File: src/rtl/strobe_decoder_pkg.sv
// -----------------------------------------------------------------------------
// strobe_decoder_pkg
// Shared types and constants for the strobe decoder.
//   state_t    : decoder FSM state (IDLE / HOLD / PULSE)
//   MODE_HOLD  : mode value selecting a held one-hot output
//   MODE_PULSE : mode value selecting a timed strobe
// -----------------------------------------------------------------------------
package strobe_decoder_pkg;

    typedef enum logic [1:0] {
        IDLE  = 2'd0,
        HOLD  = 2'd1,
        PULSE = 2'd2
    } state_t;

    localparam logic MODE_HOLD  = 1'b0;
    localparam logic MODE_PULSE = 1'b1;

endpackage : strobe_decoder_pkg

File: src/rtl/strobe_decoder_timer.sv
// -----------------------------------------------------------------------------
// strobe_timer
// Saturating down-counter that times a PULSE strobe.
// Parameters:
//   PULSE_LEN : strobe length in cycles (>= 1); load value is PULSE_LEN-1
// Ports:
//   clk   : clock
//   rst_n : asynchronous active-low reset (counter -> 0)
//   clr   : synchronous clear, highest priority after reset
//   load  : load PULSE_LEN-1
//   count : decrement by one (stops at zero, never wraps)
//   done  : counter is zero
// -----------------------------------------------------------------------------
module strobe_timer #(
    parameter int PULSE_LEN = 4
) (
    input  logic clk,
    input  logic rst_n,
    input  logic clr,
    input  logic load,
    input  logic count,
    output logic done
);

    localparam int CNT_W = $clog2(PULSE_LEN + 1);
    localparam logic [CNT_W-1:0] LOAD_VAL = CNT_W'(PULSE_LEN - 1);

    logic [CNT_W-1:0] cnt_reg;

    always_ff @(posedge clk or negedge rst_n) begin
        if (!rst_n) begin
            cnt_reg <= '0;
        end else if (clr) begin
            cnt_reg <= '0;
        end else if (load) begin
            cnt_reg <= LOAD_VAL;
        end else if (count && (cnt_reg != '0)) begin
            cnt_reg <= cnt_reg - CNT_W'(1);
        end
    end

    assign done = (cnt_reg == '0);

endmodule : strobe_timer

File: src/rtl/strobe_decoder.sv
// -----------------------------------------------------------------------------
// strobe_decoder
// Registered one-hot decoder with HOLD and timed PULSE output modes.
// Optional macro: DECODER_RANGE_CHECK_EN -- adds the err port and rejects
// out-of-range selects (out stays 0, err pulses for one cycle).
// Parameters:
//   IN_W      : select index width
//   NUM_OUT   : number of one-hot outputs (2 .. 2**IN_W)
//   PULSE_LEN : strobe length in PULSE mode (>= 1)
// Ports:
//   clk, rst_n : clock, asynchronous active-low reset
//   enable     : block enable, low forces everything idle
//   mode       : 0 = HOLD, 1 = PULSE (sampled on accept)
//   in_valid   : select request valid
//   in_ready   : a select can be accepted this cycle
//   in_sel     : index to decode
//   out        : registered one-hot decode (or zero)
//   busy       : PULSE strobe in progress
//   err        : out-of-range flag (only with DECODER_RANGE_CHECK_EN)
// -----------------------------------------------------------------------------
module strobe_decoder
    import strobe_decoder_pkg::*;
#(
    parameter int IN_W      = 4,
    parameter int NUM_OUT   = 16,
    parameter int PULSE_LEN = 4
) (
    input  logic               clk,
    input  logic               rst_n,
    input  logic               enable,
    input  logic               mode,
    input  logic               in_valid,
    output logic               in_ready,
    input  logic [IN_W-1:0]    in_sel,
    output logic [NUM_OUT-1:0] out,
    output logic               busy
`ifdef DECODER_RANGE_CHECK_EN
    ,
    output logic               err
`endif
);

    state_t             state_reg;
    state_t             state_next;
    logic [NUM_OUT-1:0] out_reg;
    logic [NUM_OUT-1:0] out_next;
    logic [NUM_OUT-1:0] onehot;
    logic               accept;
    logic               timer_done;
    logic               timer_load;
    logic               timer_count;
    logic               timer_clr;
    logic               sel_ok;

`ifdef DECODER_RANGE_CHECK_EN
    localparam int IN_W1 = IN_W + 1;
    localparam logic [IN_W:0] NUM_OUT_W = IN_W1'(NUM_OUT);

    logic err_reg;
    logic err_next;

    // One extra bit so NUM_OUT == 2**IN_W is representable.
    assign sel_ok = ({1'b0, in_sel} < NUM_OUT_W);
`else
    // Out-of-range selects decode to zero through truncation of the one-hot.
    assign sel_ok = 1'b1;
`endif

    // Only NUM_OUT bits are decoded, so indices >= NUM_OUT yield all zero.
    generate
        for (genvar gi = 0; gi < NUM_OUT; gi++) begin : g_dec
            assign onehot[gi] = (in_sel == IN_W'(gi));
        end
    endgenerate

    // rst_n gates ready so nothing is advertised while reset is held.
    assign in_ready = rst_n & enable & (state_reg != PULSE);
    assign accept   = in_valid & in_ready;

    strobe_timer #(
        .PULSE_LEN (PULSE_LEN)
    ) u_timer (
        .clk   (clk),
        .rst_n (rst_n),
        .clr   (timer_clr),
        .load  (timer_load),
        .count (timer_count),
        .done  (timer_done)
    );

    // State register
    always_ff @(posedge clk or negedge rst_n) begin
        if (!rst_n) begin
            state_reg <= IDLE;
        end else begin
            state_reg <= state_next;
        end
    end

    // Next-state logic
    always_comb begin
        state_next = state_reg;
        if (!enable) begin
            state_next = IDLE;
        end else if (accept) begin
            if (!sel_ok) begin
                state_next = IDLE;
            end else if (mode == MODE_PULSE) begin
                state_next = PULSE;
            end else begin
                state_next = HOLD;
            end
        end else if ((state_reg == PULSE) && timer_done) begin
            state_next = IDLE;
        end
    end

    // Output / datapath control logic
    always_comb begin
        out_next    = out_reg;
        timer_clr   = !enable;
        timer_load  = accept && sel_ok && (mode == MODE_PULSE);
        timer_count = (state_reg == PULSE);
`ifdef DECODER_RANGE_CHECK_EN
        err_next    = 1'b0;
`endif
        if (!enable) begin
            out_next = '0;
        end else if (accept) begin
            out_next = sel_ok ? onehot : '0;
`ifdef DECODER_RANGE_CHECK_EN
            err_next = !sel_ok;
`endif
        end else if ((state_reg == PULSE) && timer_done) begin
            out_next = '0;
        end
    end

    // Output registers
    always_ff @(posedge clk or negedge rst_n) begin
        if (!rst_n) begin
            out_reg <= '0;
        end else begin
            out_reg <= out_next;
        end
    end

`ifdef DECODER_RANGE_CHECK_EN
    always_ff @(posedge clk or negedge rst_n) begin
        if (!rst_n) begin
            err_reg <= 1'b0;
        end else begin
            err_reg <= err_next;
        end
    end

    assign err = err_reg;
`endif

    assign out  = out_reg;
    assign busy = (state_reg == PULSE);

endmodule : strobe_decoder

File: config.mk
export PLATFORM = sky130hd
export DESIGN_NAME = strobe_decoder
export DESIGN_NICKNAME = d
export VERILOG_FILES = /design/src/rtl/strobe_decoder_pkg.sv /design/src/rtl/strobe_decoder_timer.sv /design/src/rtl/strobe_decoder.sv
export SDC_FILE = /design/constraint.sdc
export NUM_CORES = 1
export LEC_CHECK = 0
export BUFFER_PORTS_ARGS = -buffer_cell sky130_fd_sc_hd__buf_2
export CORE_AREA = 2 2 47 49
export DETAILED_ROUTE_END_ITERATION = 7
export DIE_AREA = 0 0 49 51
export PLACE_DENSITY = 0.76
export SLEW_MARGIN = 15
export SYNTH_ARGS = -nofsm -noshare
export SYNTH_HDL_FRONTEND = slang
export SYNTH_SLANG_ARGS = --single-unit
File: constraint.sdc
create_clock -name clk -period 4.3 [get_ports clk]
set_input_delay 0.215 -clock clk [delete_from_list [all_inputs] [get_ports clk]]
set_output_delay 0.215 -clock clk [all_outputs]
set_load 0.03 [all_outputs]
==> flow_summary.ini <==
[detailed_routing]
drt_pass1_iterations = 4
first_iter_violations = 10
avgViaCountPerCell = 5.351
vias = 701
wl_um = 1784
wl_per_cell_um = 13.62
drc = 0
ant_nets = 0

[power_and_ir_drop]
total_power_w = 0.0003394
peakVddDrop_mv = 0.2181
combinationalPowerShare_pct = 12.8
p_seq_share_pct = 60.0
p_sw_w = 0.00008861
cellLeakagePower_nw = 0.6073
pwr-share-clk_pct = 27.2
p_int_w = 0.0002508
power.density_nw_per_um2 = 299.4
switching_share_pct = 26.11

[timing]
rsz0062_at_grt = false
finalSetupViolCount = 0
max_slew_margin_pct = 61.70
fin_crit_sh_pct = 45.75
tns_ns = 0
hold_viol_final = 0
drv_slew = 0
whs_ns = 0.1805
fin_skew_ns = 0.002728
fin_crit_ns = 1.967
worstMarginPinSlew_ns = 0.5713
clock.fmax_mhz = 508.3

[worst_setup_path]
r2r_start = state_reg[0]
worstPathArrival_ns = 2.21
cp.required_ns = 4.54
critPathMaxStageDelay_ns = 0.54
path_max_fanout = 24
endpoint_kind = register
worstSetupStartpointType = primary input
crit_chain = dlygate4sd3_1, buf_2, nand2_1, nor3_2, a32o_1
crit_type = primary input to register
slowest_stage = nor3_2
startpoint = rst_n

[clock_tree]
clkSinkCount = 21
path_clk_slew_ns = 0.11
cts_resized = 0
cts_root_buf = clkbuf_4
clockBufferDepth = 2
cts_tree = yes
numCtsBuffers = 3
htree_levels = 1
clock_latency_ns = 0.30

[cells_and_area]
drive_above_1_share_pct = 32.04
area_growth_pct = 17.05
nets = 115
largest_reg_flops = 16
fin_util_pct = 54.94
n_antenna_cell = 0
final_cell_area_um2 = 1134

[yosys]
avgSynthCellArea_um2 = 12.74
yosysSeqAreaShare_pct = 54.26
syn_nets = 87
synth_warnings = 0
netlist_instances = 76
synth-seq-cells = 21
syn_area_um2 = 968.4
synth_cell_types = 23

[place]
place_area_um2 = 1096
gp_congestion = 0.7733
hpwl_um = 1323
port_buffers = 26

[grt]
grt_overflow = 0
grtUsageTotal_pct = 16.23
grt_pass1_wl_um = 3049
grt_pass1_vias = 666
grt_start_max_net_pins = 25
antenna_found_initial = 0

[outcome]
status = completed

[die]
core_um2 = 2063
fp-row-count = 17
die_w_um = 49
die_h_um = 51
start_util_pct = 46.94
dieArea_um2 = 2499
pin_count = 27

[hold_path]
holdCritStartpoint = enable
hold_class = primary input to register

[run]
cap_violations = 0
==> layout by cell type (no fill, tap or decap), types with 3 or more instances in the layout <==
cell	n
nor2b_1	6
a32o_1	8
clkbuf_4	3
dfrtp_1	21
inv_1	3
buf_2	26
a22o_1	8
nand2_1	4
nor2_1	3
==> kinds of logic after synthesis <==
family	after synthesis	share of synthesized area (%)
AND/OR/NAND/NOR	22	15.25
AO/OA/AOI/OAI	21	19.90
flip-flops	21	54.26
buffers and inverters	7	5.038
multiplexers	2	2.067
adder cells (fa/ha/maj)	2	2.584
XOR/XNOR	1	0.9046
==> power by group through the flow <==
stage	clock (W)	combinational (W)	sequential, W
after floorplan	0	0.0000280	0.000210
after global placement	0	0.0000426	0.000207
after detailed placement	0	0.0000436	0.000207
after CTS	0.0000967	0.0000443	0.000204
after global routing	0.000106	0.0000491	0.000204
final	0.0000924	0.0000435	0.000204
==> stage by stage <==
stage | cells | setup slack (ns)
after detailed placement | 126 | 2.510
after CTS | 131 | 2.301
final | 131 | 2.333
after global routing | 131 | 2.121
after floorplan | 76 | 2.802
after global placement | 126 | 2.537
==> Yosys cell counts (all sizes together) <==
library cell	n	area, um2
xnor2	1	8.760
and2	1	6.260
nor4b	1	23.77
a32o	8	80.08
and3b	1	8.760
nor2b	6	37.54
nor3b	1	12.51
mux2i	2	20.02
nor2	3	11.26
o211a	2	20.02
dfrtp	21	525.5
ha	2	25.02
inv	3	11.26
nor3	3	20.02
nand2	4	15.01
nand3b	1	7.510
buf	3	33.78
o21a	1	7.510
a22o	8	70.07
a21o	2	15.01
clkbuf	1	3.750
nand3	1	5.000
==> worst paths after layout <==
| kind | to | slack [ns] | depth (start not counted) |
|---|---|---|---|
| hold reg to reg | out[2] | 0.50 | 1 |
| setup / recovery | out[3] | 2.33 | 5 |
| setup reg to reg | out[5] | 2.58 | 3 |
| max in group asynchronous | out[12] | 3.58 | 2 |
| min in group asynchronous | state_reg[0] | 0.39 | 2 |
| hold / removal | state_reg[0] | 0.18 | 2 |
==> critical path: cells and delay by family <==
family | cells | cell delay (ns)
simple gates | 2 | 0.78
buf+inv | 2 | 0.94
compound gates | 1 | 0.27
==> final cells by class <==
| cell class | instances | area (um2) |
|---|---|---|
| multi-input cells | 48 | 394.1 |
| clock buffers | 3 | 22.52 |
| repair buffers | 27 | 140.1 |
| inverters | 3 | 11.26 |
| clock inverters | 1 | 5.005 |
| flip-flops and latches | 21 | 525.5 |
| well taps | 28 | 35.03 |
| fillers | 194 | 929.6 |
==> repair_timing <==
action,CTS,global route
setup endpoints to repair,0,0
hold buffers,1,0
endpoints found under the hold margin,21,0
setup buffers,0,0
==> per-layer routing <==
metal / wire length [um] / vias to the layer above / GRT usage [%] / share of wire [%]
met5: 0 / - / 0 / 0
met4: 21 / 0 / 8.571 / 1.2
met3: 76 / 4 / 2.632 / 4.3
met2: 848 / 17 / 25.34 / 48
met1: 837 / 342 / 21.88 / 47
li1: - / 338 / - / -
Power figures use the tool's default switching activity.
